`src/rtl/clk_div_pkg.sv`:
```
// Shared constants, types and helpers for the clk_div_gen divider family.
package clk_div_pkg;

    localparam int unsigned DIV_W_DEF       = 16;
    localparam int unsigned DEFAULT_DIV_DEF = 2;

    typedef logic [DIV_W_DEF-1:0] div_t;

    // A ratio of zero has no meaningful period, so it behaves as divide-by-one.
    function automatic int unsigned clamp_div(input int unsigned div);
        return (div == 0) ? 1 : div;
    endfunction

endpackage

```
`src/rtl/clk_div_channel.sv`:
```
// One divider channel: counter, current/pending ratio and registered outputs.
module clk_div_channel
    import clk_div_pkg::*;
#(
    parameter int unsigned DIV_W       = DIV_W_DEF,
    parameter int unsigned DEFAULT_DIV = DEFAULT_DIV_DEF
) (
    input  logic             clk,
    input  logic             rst,
    input  logic             run,
    input  logic [DIV_W-1:0] div,
    input  logic             load,
    output logic             clkdv,
    output logic             ce
);

    logic [DIV_W-1:0] cnt_q, cnt_d;
    logic [DIV_W-1:0] div_q, div_d;
    logic [DIV_W-1:0] pend_q, pend_d;
    logic             pend_v_q, pend_v_d;
    logic             act_q;
    logic             clkdv_q, clkdv_d;
    logic             ce_q, ce_d;
    logic [DIV_W-1:0] div_clamped;
    logic             boundary;

    assign div_clamped = DIV_W'(clamp_div(32'(div)));

    // A period boundary is either the wrap cycle or the first cycle after being idle.
    assign boundary = !act_q || (cnt_q == div_q - DIV_W'(1));

    always_comb begin
        cnt_d    = '0;
        div_d    = div_q;
        pend_d   = pend_q;
        pend_v_d = pend_v_q;
        clkdv_d  = 1'b0;
        ce_d     = 1'b0;

        if (!run || boundary) begin
            if (load) begin
                div_d = div_clamped;
            end else if (pend_v_q) begin
                div_d = pend_q;
            end
            pend_v_d = 1'b0;
        end else if (load) begin
            pend_d   = div_clamped;
            pend_v_d = 1'b1;
        end

        if (run && !boundary) begin
            cnt_d = cnt_q + DIV_W'(1);
        end

        // Outputs are registered from the next count so they line up with cnt_q.
        if (run) begin
            clkdv_d = (cnt_d < (div_d >> 1));
            ce_d    = (cnt_d == div_d - DIV_W'(1));
        end
    end

    always_ff @(posedge clk) begin
        if (rst) begin
            cnt_q    <= '0;
            div_q    <= DIV_W'(clamp_div(DEFAULT_DIV));
            pend_q   <= '0;
            pend_v_q <= 1'b0;
            act_q    <= 1'b0;
            clkdv_q  <= 1'b0;
            ce_q     <= 1'b0;
        end else begin
            cnt_q    <= cnt_d;
            div_q    <= div_d;
            pend_q   <= pend_d;
            pend_v_q <= pend_v_d;
            act_q    <= run;
            clkdv_q  <= clkdv_d;
            ce_q     <= ce_d;
        end
    end

    assign clkdv = clkdv_q;
    assign ce    = ce_q;

endmodule

```
`src/rtl/clk_div_gen.sv`:
```
// Multi-channel clock divider / clock-enable generator with a shared lock indicator.
module clk_div_gen
    import clk_div_pkg::*;
#(
    parameter int unsigned NUM_CH      = 2,
    parameter int unsigned DIV_W       = DIV_W_DEF,
    parameter int unsigned LOCK_CYCLES = 16,
    parameter int unsigned DEFAULT_DIV = DEFAULT_DIV_DEF
) (
    input  logic                    CLKIN_IN,
    input  logic                    RST_IN,
    input  logic [NUM_CH*DIV_W-1:0] DIV_IN,
    input  logic [NUM_CH-1:0]       DIV_LOAD_IN,
    input  logic [NUM_CH-1:0]       EN_IN,
    output logic [NUM_CH-1:0]       CLKDV_OUT,
    output logic [NUM_CH-1:0]       CE_OUT,
    output logic                    LOCKED_OUT
);

    localparam int unsigned LOCK_W = $clog2(LOCK_CYCLES + 1);

    logic [LOCK_W-1:0] lock_cnt_q, lock_cnt_d;
    logic              locked_q, locked_d;
    logic [NUM_CH-1:0] run;

    // The counter freezes once locked; the flag stays set until reset.
    always_comb begin
        lock_cnt_d = lock_cnt_q;
        locked_d   = locked_q;
        if (!locked_q) begin
            lock_cnt_d = lock_cnt_q + LOCK_W'(1);
            locked_d   = (lock_cnt_d == LOCK_W'(LOCK_CYCLES));
        end
    end

    always_ff @(posedge CLKIN_IN) begin
        if (RST_IN) begin
            lock_cnt_q <= '0;
            locked_q   <= 1'b0;
        end else begin
            lock_cnt_q <= lock_cnt_d;
            locked_q   <= locked_d;
        end
    end

    assign LOCKED_OUT = locked_q;
    assign run        = {NUM_CH{locked_q}} & EN_IN;

    for (genvar i = 0; i < NUM_CH; i++) begin : g_ch
        clk_div_channel #(
            .DIV_W       (DIV_W),
            .DEFAULT_DIV (DEFAULT_DIV)
        ) u_ch (
            .clk   (CLKIN_IN),
            .rst   (RST_IN),
            .run   (run[i]),
            .div   (DIV_IN[i*DIV_W +: DIV_W]),
            .load  (DIV_LOAD_IN[i]),
            .clkdv (CLKDV_OUT[i]),
            .ce    (CE_OUT[i])
        );
    end

endmodule
```
`config.mk`:
```
export PLATFORM = sky130hd
export DESIGN_NAME = clk_div_gen
export DESIGN_NICKNAME = d
export VERILOG_FILES = /design/src/rtl/clk_div_pkg.sv /design/src/rtl/clk_div_channel.sv /design/src/rtl/clk_div_gen.sv
export SDC_FILE = /design/constraint.sdc
export NUM_CORES = 1
export LEC_CHECK = 0
export CELL_PAD_IN_SITES_DETAIL_PLACEMENT = 1
export CELL_PAD_IN_SITES_GLOBAL_PLACEMENT = 2
export CORE_MARGIN = 3
export CORE_UTILIZATION = 40
export CTS_BUF_LIST = sky130_fd_sc_hd__clkbuf_8
export DETAILED_ROUTE_END_ITERATION = 8
export GPL_TIMING_DRIVEN = 1
export PLACE_DENSITY = 0.87
export SLEW_MARGIN = 10
export SYNTH_ARGS = -nofsm -noshare
export SYNTH_HDL_FRONTEND = slang
export SYNTH_SLANG_ARGS = --single-unit
```
`constraint.sdc`:
```
create_clock -name CLKIN_IN -period 13.38 [get_ports CLKIN_IN]
set_input_delay 3.345 -clock CLKIN_IN [delete_from_list [all_inputs] [get_ports CLKIN_IN]]
set_output_delay 3.345 -clock CLKIN_IN [all_outputs]
set_load 0.05 [all_outputs]
```
==> flow_metrics.env, run 1 <==
export IMPL_status="finished, final reports clean"
export IMPL_start_util_pct=41.40
export IMPL_start_kind="input pin"
export IMPL_fin_crit_sh_pct=52.34
export IMPL_cts_tree="yes"
export IMPL_drt_iter0_drc=414
export IMPL_die_h_um=149.1
export IMPL_grt_pass1_wl_mm=42.44
export IMPL_synth_fp_nets=1139
export IMPL_finClkSkew_ps=21.50
export IMPL_htreeDepth=3
export IMPL_antenna_left=0
export IMPL_postCtsSetupRepairBufs=0
export IMPL_multiInputGateArea_mm2=0.005589
export IMPL_viasPerCell=5.827
export IMPL_hold_viol=0
export IMPL_clock_sink_count=110
export IMPL_yosysWarnings=0
export IMPL_path_clk_slew_ps=110
export IMPL_fin_nets=1130
export IMPL_cp_end_kind="register"
export IMPL_clock_latency_ps=410
export IMPL_portBuffers=42
export IMPL_setup_violations=0
export IMPL_overflow=0
export IMPL_cts_buffers=9
export IMPL_die_w_um=149.1
export IMPL_drc=0
export IMPL_grt_pass1_vias=7976
export IMPL_path_max_fanout=35
export IMPL_ys_flop_type="dfxtp_1"
export IMPL_cts_root_buf="clkbuf_8"
export IMPL_grt_usage_pct=23.71
export IMPL_dieArea_mm2=0.02223
export IMPL_antenna_cells=0
export IMPL_cts_path_max_buffers=2
export IMPL_synthCells=1065
export IMPL_synthTopCellsByCount="nor2_1, dfxtp_1, nand2_1, nor3_1, a21oi_1"
export IMPL_powerDensity_mw_per_mm2=79.58
export IMPL_crit_arrival_ps=7310
export IMPL_ios=43
export IMPL_fmax_mhz=142.8
export IMPL_slew_violations=0
export IMPL_gp_congestion=0.9101
export IMPL_avgRoutedWirePerCell_um=19.67
export IMPL_yosys_area_top_type_share_pct=26.89
export IMPL_rsz0062_at_grt="no"
export IMPL_fin_cells=1325
export IMPL_tns_ps=0
export IMPL_synthArstFlopShare_pct=0
export IMPL_relSlewSlack_pct=27.66
export IMPL_coreArea_mm2=0.01978
export IMPL_yosys_cell_count_top_type="nor2_1"
export IMPL_syn_area_mm2=0.008189
export IMPL_hold_buffers=0
export IMPL_power_total_mw=0.7091
export IMPL_synth_enable_flop_cells=0
export IMPL_num_vias=7721
export IMPL_tightest_slew_ps=1079
export IMPL_dr_pass1_iters=5
export IMPL_seq_area_mm2=0.002202
export IMPL_cts_resized=0
export IMPL_vdd_ir_drop_max_v=0.00005525
export IMPL_cap_violations=0
export IMPL_syn_avg_cell_area_um2=7.689
export IMPL_rows=51
export IMPL_min_period_ps=7003
export IMPL_yosysSeqAreaShare_pct=26.89
export IMPL_drive_gt1_share_pct=4.245
export IMPL_crit_required_ps=13680
export IMPL_ys_top_cells_by_area="dfxtp_1, nor2_1, mux2i_1"
export IMPL_fillers=2475
export IMPL_ys_ff_latch=110
export IMPL_synth_top_area_cell="dfxtp_1"
export IMPL_place_hpwl_mm=19.99
export IMPL_cellLeakagePower_nw=3.522
export IMPL_grt_start_max_net_pins=73
export IMPL_critical_path_class="input pin to register"
export IMPL_dp_cells=1310
export IMPL_hold_path_class="register to register"
export IMPL_antenna_found_initial=0
export IMPL_area_growth_pct=8.816
export IMPL_routed_wl_mm=26.06
export IMPL_yosysUniqueCellTypes=77
## report_power, final
group          switching [mW]  internal, mW  leakage, nW
sequential             0.0152         0.334        0.893
clock                   0.131        0.0898        0.105
combinational          0.0815        0.0573         2.52
total                   0.228         0.481         3.52
## state kept, by name, summed over array words and instances (netlist names)
name and cells:
g_ch.u_ch.ce 2, g_ch.u_ch.clkdv 2, g_ch.u_ch.pend_q 32, g_ch.u_ch.act_q 2, lock_cnt_q 5, LOCKED_OUT 1
g_ch.u_ch.cnt_q 32, g_ch.u_ch.div_q 32, g_ch.u_ch.pend_v_q 2
## per-layer routing
| metal | part of all wire (%) | up-vias | track usage (%) |
|---|---|---|---|
| met5 | 0 | - | 0 |
| met4 | 3.4 | 0 | 9.565 |
| met3 | 2.1 | 54 | 2.644 |
| met2 | 53 | 109 | 44.58 |
| met1 | 42 | 3773 | 27.18 |
| li1 | - | 3785 | - |
## worst paths after layout
path / start / to / slack, ps / cells past startpoint
worst min register to register: g_ch[0].u_ch.act_q / g_ch[0].u_ch.pend_v_q / 480 / 1
worst min-delay path: g_ch[0].u_ch.act_q / g_ch[0].u_ch.pend_v_q / 480 / 1
worst max register to register: g_ch[1].u_ch.div_q[7] / g_ch[1].u_ch.ce / 7620 / 15
worst max-delay path: EN_IN[1] / g_ch[1].u_ch.ce / 6380 / 12
## placed cells by master, fill, tap and decap left out, types with 6 or more instances in the layout
master,synthesis,final
clkdlybuf4s50_1,0,41
or3_1,12,12
a31oi_1,7,7
nor3_1,55,55
nor2b_1,12,12
o21ai_0,31,31
nand4_1,22,22
nand2_1,59,59
a211oi_1,9,9
a21oi_1,54,54
nor4_1,19,19
clkbuf_8,0,9
xor2_1,50,50
xnor2_1,48,48
o22ai_1,6,6
ha_1,36,36
nor2_1,171,171
dfxtp_1,110,110
and2_1,8,8
nand3_1,37,37
a21o_1,14,14
inv_1,32,32
nor3b_1,7,7
and3_1,17,17
buf_4,4,7
nor4b_1,8,8
mux2i_1,48,48
nand2b_1,15,15
## kinds of logic (layout without fill, tap and decap cells)
logic type	after synthesis	in the layout	synth area share, %
AND/OR/NAND/NOR	473	473	28.91
AO/OA/AOI/OAI	193	193	16.12
flip-flops	110	110	26.89
XOR/XNOR	101	101	11.31
buffers and inverters	101	96	4.996
multiplexers	51	51	6.280
adder cells (fa/ha/maj)	36	36	5.500
## layout make-up
cell class	instances	area share, %
multi-input combinational	854	62.72
sequential	110	24.71
timing repair buffer	48	5.195
tap	265	3.721
clock buffer	9	1.390
inverter	33	1.390
clock inverter	6	0.8705
## per-stage QoR
step | area, µm² | hold WS, ps | utilization (%) | setup WS [ps]
floorplan | 8189 | 445.6 | - | 7025
CTS | 8911 | 485.7 | 45.05 | 6484
global placement | 8710 | 460.7 | 44.03 | 6304
global route | 8911 | 507.0 | 45.05 | 6136
finish | 8911 | 482.8 | 45.05 | 6377
detailed placement | 8710 | 468.5 | 44.03 | 6058
## critical path, cell delays in order
cell,delay [ps]
clkdlybuf4s50_1,510
and3_1,570
o21ai_4,280
buf_4,330
mux2i_1,280
ha_1,250
o21ai_1,120
nor4_1,610
a21oi_1,200
nor4_1,350
nand4_1,170
nor4_1,270
(Power assumes the default switching activity.)
==> inputs of run 2 (changes only) <==
--- a/config.mk
+++ b/config.mk
@@ -8,11 +8,11 @@
 export CELL_PAD_IN_SITES_DETAIL_PLACEMENT = 1
 export CELL_PAD_IN_SITES_GLOBAL_PLACEMENT = 2
 export CORE_MARGIN = 3
-export CORE_UTILIZATION = 40
+export CORE_UTILIZATION = 37
 export CTS_BUF_LIST = sky130_fd_sc_hd__clkbuf_8
 export DETAILED_ROUTE_END_ITERATION = 8
 export GPL_TIMING_DRIVEN = 1
-export PLACE_DENSITY = 0.87
+export PLACE_DENSITY = 0.81
 export SLEW_MARGIN = 10
 export SYNTH_ARGS = -nofsm -noshare
 export SYNTH_HDL_FRONTEND = slang
==> constraint.sdc (replaced) <==
create_clock -name CLKIN_IN -period 7.31 [get_ports CLKIN_IN]
set_input_delay 1.8275 -clock CLKIN_IN [delete_from_list [all_inputs] [get_ports CLKIN_IN]]
set_output_delay 1.8275 -clock CLKIN_IN [all_outputs]
set_load 0.05 [all_outputs]
==> flow_metrics.env, run 2 (synthesis results as in run 1) <==
export IMPL_gp_congestion=0.8917
export IMPL_antenna_found_initial=0
export IMPL_worst_slack_ps=1498
export IMPL_fin_cells=1338
export IMPL_cts_path_max_buffers=2
export IMPL_clock_sink_count=110
export IMPL_postCtsSetupRepairBufs=0
export IMPL_htreeDepth=3
export IMPL_final_cell_mix="nor2_1, dfxtp_1, nand2_1, nor3_1, a21oi_1"
export IMPL_hold_buffers=0
export IMPL_antenna_cells=0
export IMPL_antenna_left=0
export IMPL_place_hpwl_mm=20.87
export IMPL_routed_wl_mm=27.03
export IMPL_ff2ff_path_depth=15
export IMPL_largest_registers="g_ch.u_ch.cnt_q x32, g_ch.u_ch.div_q x32, g_ch.u_ch.pend_q x32"
export IMPL_relSlewSlack_pct=33.10
export IMPL_status="finished, final reports clean"
export IMPL_p_seq_share_pct=50.2
export IMPL_num_vias=7640
export IMPL_portBuffers=42
export IMPL_setup_violations=0
export IMPL_fin_crit_sh_pct=79.51
export IMPL_hold_viol=0
export IMPL_die_h_um=154.8
export IMPL_clock_latency_ps=400
export IMPL_cp_end_kind="register"
export IMPL_ios=43
export IMPL_crit_path_top_delay_cell="nor4_2"
export IMPL_tns_ps=0
export IMPL_p_int_mw=0.8473
export IMPL_rows=53
export IMPL_critical_path_class="register to register"
export IMPL_rsz0062_at_grt="no"
export IMPL_grt_start_max_net_pins=80
export IMPL_rrSetupSlack_ps=1500
export IMPL_powerDensity_mw_per_mm2=142.8
export IMPL_overflow=0
export IMPL_slew_violations=0
export IMPL_startpoint="g_ch[0].u_ch.div_q[3]"
export IMPL_start_kind="register"
export IMPL_dieArea_mm2=0.02395
export IMPL_grt_pass1_vias=7874
export IMPL_drt_iter0_drc=279
export IMPL_fillers=2583
export IMPL_pwr_share_clk_pct=29.6
export IMPL_vdd_ir_drop_max_v=0.00008522
export IMPL_path_clk_slew_ps=120
export IMPL_pre_cts_slack_ps=1546
export IMPL_switching_share_pct=33.51
export IMPL_start_util_pct=38.35
export IMPL_coreArea_mm2=0.02135
export IMPL_cpMostUsedCell="nand2_1"
export IMPL_crit_arrival_ps=6170
export IMPL_path_max_fanout=23
export IMPL_fin_nets=1133
export IMPL_cap_violations=0
export IMPL_crit_required_ps=7670
export IMPL_p_comb_share_pct=20.3
export IMPL_drive_gt1_share_pct=4.516
export IMPL_cts_root_buf="clkbuf_8"
export IMPL_avgRoutedWirePerCell_um=20.20
export IMPL_cellLeakagePower_nw=3.520
export IMPL_cts_resized=0
export IMPL_grt_pass1_wl_mm=43.37
export IMPL_crit_chain="nor4_2 > nand2_1 > o311ai_0 > o22ai_1 > or4_1 > nand2_1 > mux2i_1 > ha_1 > nand3_1 > o21ai_1 > nand2_1 > nor3_1 > xnor2_1 > nor4_1 > o2111a_1"
export IMPL_hold_path_class="register to register"
export IMPL_slowest_delay_ps=850
export IMPL_finClkSkew_ps=12.06
export IMPL_final_common_cell="nor2_1"
export IMPL_drc=0
export IMPL_dp_cells=1323
export IMPL_timing_rr_start="g_ch[0].u_ch.div_q[3]"
export IMPL_crit_end="g_ch[0].u_ch.ce"
export IMPL_dr_pass1_iters=5
export IMPL_utilization_pct=41.78
export IMPL_grt_usage_pct=22.57
export IMPL_area_growth_pct=8.953
export IMPL_min_period_ps=5812
export IMPL_cts_buffers=9
export IMPL_tightest_slew_ps=1001
export IMPL_timing_rr_end="g_ch[0].u_ch.ce"
export IMPL_p_switching_mw=0.4270
export IMPL_cts_tree="yes"
export IMPL_fmax_mhz=172.1
export IMPL_die_w_um=154.8
export IMPL_viasPerCell=5.710
==> run 2: cell count changes in the layout (fill, tap and decap cells not counted) <==
| cell | previous run | this run |
|---|---|---|
| buf_4 | 7 | 10 |
| bufinv_16 | 1 | 0 |
| clkinv_2 | 1 | 0 |
| clkinvlp_4 | 0 | 1 |
| inv_6 | 0 | 3 |
| inv_8 | 3 | 1 |
==> run 2: worst min-delay path by stage <==
stage                                  from                      end  slack [ps]  depth (start not counted)
finish                   g_ch[0].u_ch.act_q    g_ch[0].u_ch.pend_v_q         490                          1
global route             g_ch[0].u_ch.act_q    g_ch[0].u_ch.pend_v_q         510                          1
CTS                      g_ch[0].u_ch.act_q    g_ch[0].u_ch.pend_v_q         490                          1
detailed placement       g_ch[0].u_ch.act_q    g_ch[0].u_ch.pend_v_q         460                          1
global placement    g_ch[1].u_ch.pend_q[15]  g_ch[1].u_ch.pend_q[15]         460                          2
floorplan           g_ch[1].u_ch.pend_q[15]  g_ch[1].u_ch.pend_q[15]         450                          2
==> run 2: power groups by stage <==
stage	clock (mW)	combinational, mW	sequential (mW)
2_1_floorplan	0	0.180	0.636
3_3_place_gp	0	0.254	0.653
3_5_place_dp	0	0.257	0.653
4_1_cts	0.394	0.259	0.640
5_1_grt	0.407	0.288	0.642
6_report	0.377	0.258	0.639
==> run 2: final cells by class <==
class / instances / area, µm² / area share, %
multi-input cells: 854 / 5589 / 62.64
well taps: 275 / 344.1 / 3.856
repair buffers: 51 / 485.5 / 5.441
clock buffers: 9 / 123.9 / 1.388
flip-flops and latches: 110 / 2202 / 24.68
inverters: 33 / 123.9 / 1.388
clock inverters: 6 / 53.80 / 0.6030
==> run 2: worst max-delay path: cells and delay by family, from the launching register on <==
family | cells | cell delay (ps)
flops | 1 | 430
fa+ha+maj | 1 | 280
simple gates | 8 | 3270
compound gates | 4 | 1320
xor+xnor | 1 | 110
mux | 1 | 340
==> run 2: metrics by stage <==
| step | hold WS (ps) | instance area, µm² | power, mW |
|---|---|---|---|
| after global routing | 506.5 | 8922 | 1.337 |
| after floorplan | 445.6 | 8189 | 0.8159 |
| final | 487.8 | 8922 | 1.274 |
| after global placement | 463.4 | 8745 | 0.9072 |
| after CTS | 486.2 | 8922 | 1.293 |
| after detailed placement | 464.4 | 8745 | 0.9107 |
==> run 2: routing by layer <==
layer	vias to the layer above	global-route usage, %	part of all wire (%)
li1	3791	-	-
met1	3728	26.16	42
met2	86	42.89	53
met3	35	2.854	2.2
met4	0	6.939	2.5
met5	-	0	0
==> inputs of run 3 (changes only) <==
==> constraint.sdc (replaced) <==
create_clock -name CLKIN_IN -period 5.5 [get_ports CLKIN_IN]
set_input_delay 1.375 -clock CLKIN_IN [delete_from_list [all_inputs] [get_ports CLKIN_IN]]
set_output_delay 1.375 -clock CLKIN_IN [all_outputs]
set_load 0.05 [all_outputs]
==> flow_metrics.env, run 3 (synthesis results as in run 1) <==
export IMPL_start_util_pct=38.35
export IMPL_antenna_left=0
export IMPL_overflow=0
export IMPL_finClkSkew_ps=12.64
export IMPL_cellLeakagePower_nw=3.654
export IMPL_power_total_mw=1.725
export IMPL_coreArea_mm2=0.02135
export IMPL_place_hpwl_mm=20.89
export IMPL_relSlewSlack_pct=35.42
export IMPL_crit_required_ps=5840
export IMPL_dr_pass1_iters=4
export IMPL_fmax_mhz=198.4
export IMPL_cts_buffers=9
export IMPL_gp_congestion=0.9097
export IMPL_final_cell_mix="nor2_1, dfxtp_1, nand2_1, nor3_1, a21oi_1"
export IMPL_path_clk_slew_ps=100
export IMPL_cp_end_kind="register"
export IMPL_hold_start="g_ch[0].u_ch.act_q"
export IMPL_cts_root_buf="clkbuf_8"
export IMPL_portBuffers=42
export IMPL_powerDensity_mw_per_mm2=189.0
export IMPL_die_w_um=154.8
export IMPL_ios=43
export IMPL_status="finished, final reports clean"
export IMPL_grt_pass1_vias=8026
export IMPL_min_period_ps=5041
export IMPL_crit_arrival_ps=5380
export IMPL_design_area_mm2=0.009130
export IMPL_viasPerCell=5.686
export IMPL_vdd_ir_drop_max_v=0.00009019
export IMPL_grt_usage_pct=22.42
export IMPL_drt_iter0_drc=358
export IMPL_drc=0
export IMPL_routed_wl_mm=26.94
export IMPL_path_max_fanout=31
export IMPL_ff2ff_path_depth=15
export IMPL_hold_buffers=0
export IMPL_hold_path_depth=1
export IMPL_final_common_cell="nor2_1"
export IMPL_rrSetupSlack_ps=460
export IMPL_largest_registers="g_ch.u_ch.cnt_q x32, g_ch.u_ch.div_q x32, g_ch.u_ch.pend_q x32"
export IMPL_drive_gt1_share_pct=6.624
export IMPL_setup_violations=0
export IMPL_rows=53
export IMPL_fin_nets=1156
export IMPL_grt_pass1_wl_mm=43.19
export IMPL_timing_rr_end="g_ch[0].u_ch.ce"
export IMPL_area_growth_pct=11.49
export IMPL_antenna_found_initial=0
export IMPL_hold_viol=0
export IMPL_die_h_um=154.8
export IMPL_place_area_mm2=0.008887
export IMPL_cts_tree="yes"
export IMPL_hold_path_class="register to register"
export IMPL_rsz0062_at_grt="no"
export IMPL_num_vias=7744
export IMPL_timing_rr_start="g_ch[0].u_ch.div_q[3]"
export IMPL_cap_violations=0
export IMPL_dieArea_mm2=0.02395
export IMPL_cts_path_max_buffers=2
export IMPL_avgRoutedWirePerCell_um=19.78
export IMPL_htreeDepth=3
export IMPL_tightest_slew_ps=966.4
export IMPL_holdPathEnd="g_ch[0].u_ch.pend_v_q"
export IMPL_critical_path_class="register to register"
export IMPL_slew_violations=0
export IMPL_grt_start_max_net_pins=65
export IMPL_clock_latency_ps=400
export IMPL_tns_ps=0
export IMPL_fillers=2662
export IMPL_fin_crit_sh_pct=91.66
export IMPL_start_kind="register"
export IMPL_antenna_cells=0
export IMPL_clock_sink_count=110
## run 3: changes by cell type in the layout (fill, tap and decap cells not counted), sizes merged
| cell | previous run | this run |
|---|---|---|
| bufinv | 0 | 1 |
| clkbuf | 9 | 11 |
| buf | 10 | 33 |
| inv | 37 | 35 |
## run 3: layout make-up
cell class | count | area (µm²) | share of cell area (%)
Clock buffer | 11 | 151.4 | 1.658
Clock inverter | 5 | 50.05 | 0.5482
Inverter | 33 | 123.9 | 1.357
Multi-Input combinational cell | 854 | 5600 | 61.34
Sequential cell | 110 | 2202 | 24.12
Tap cell | 275 | 344.1 | 3.769
Timing Repair Buffer | 74 | 658.1 | 7.208
## run 3: per-layer routing
layer  GRT usage (%)  part of all wire (%)
met5               0                     0
met3           2.658                   1.8
met2           41.99                    52
met4           8.999                   3.9
met1           25.72                    42
## run 3: where the power goes
group | total, mW | internal [mW] | switching [mW]
sequential | 0.846 | 0.813 | 0.0330
clock | 0.522 | 0.232 | 0.290
combinational | 0.357 | 0.150 | 0.208
## run 3: worst max path at each step
stage,start,end
4_1_cts,g_ch[1].u_ch.div_q[7],g_ch[1].u_ch.ce
6_report,g_ch[0].u_ch.div_q[3],g_ch[0].u_ch.ce
3_5_place_dp,g_ch[1].u_ch.div_q[7],g_ch[1].u_ch.ce
2_1_floorplan,g_ch[0].u_ch.div_q[5],g_ch[0].u_ch.ce
3_3_place_gp,g_ch[1].u_ch.div_q[7],g_ch[1].u_ch.ce
5_1_grt,g_ch[0].u_ch.div_q[3],g_ch[0].u_ch.ce
## run 3: repair_timing
| action | CTS | global route |
|---|---|---|
| buffers inserted | 0 | 4 |
| resized for setup | 0 | 2 |
| endpoints found under the setup margin | 0 | 2 |
## run 3: worst max-delay path, cell delays in order, from the launching register on
cell       delay [ps]
dfxtp_1           450
or4_4             620
or4b_4            560
a21oi_2           140
o2111ai_1         120
or4_1             570
and2_4            310
a21boi_0          300
ha_1              290
nand3_1           100
o21ai_1           260
nand2_1           140
nor3_1            240
xnor2_1           140
nor4_1            470
o2111a_1          260
## run 3: metrics by stage
| stage | setup slack, ps | hold WS [ps] | utilization [%] | std cells |
|---|---|---|---|---|
| final | 458.5 | 486.6 | 42.76 | 1362 |
| after CTS | 268.9 | 487.6 | 42.56 | 1358 |
| after detailed placement | 300.7 | 472.1 | 41.62 | 1342 |
| after global routing | 88.92 | 509.2 | 42.76 | 1362 |
| after global placement | 409.5 | 471.9 | 41.62 | 1342 |
| after floorplan | 406.5 | 445.6 | - | 1065 |
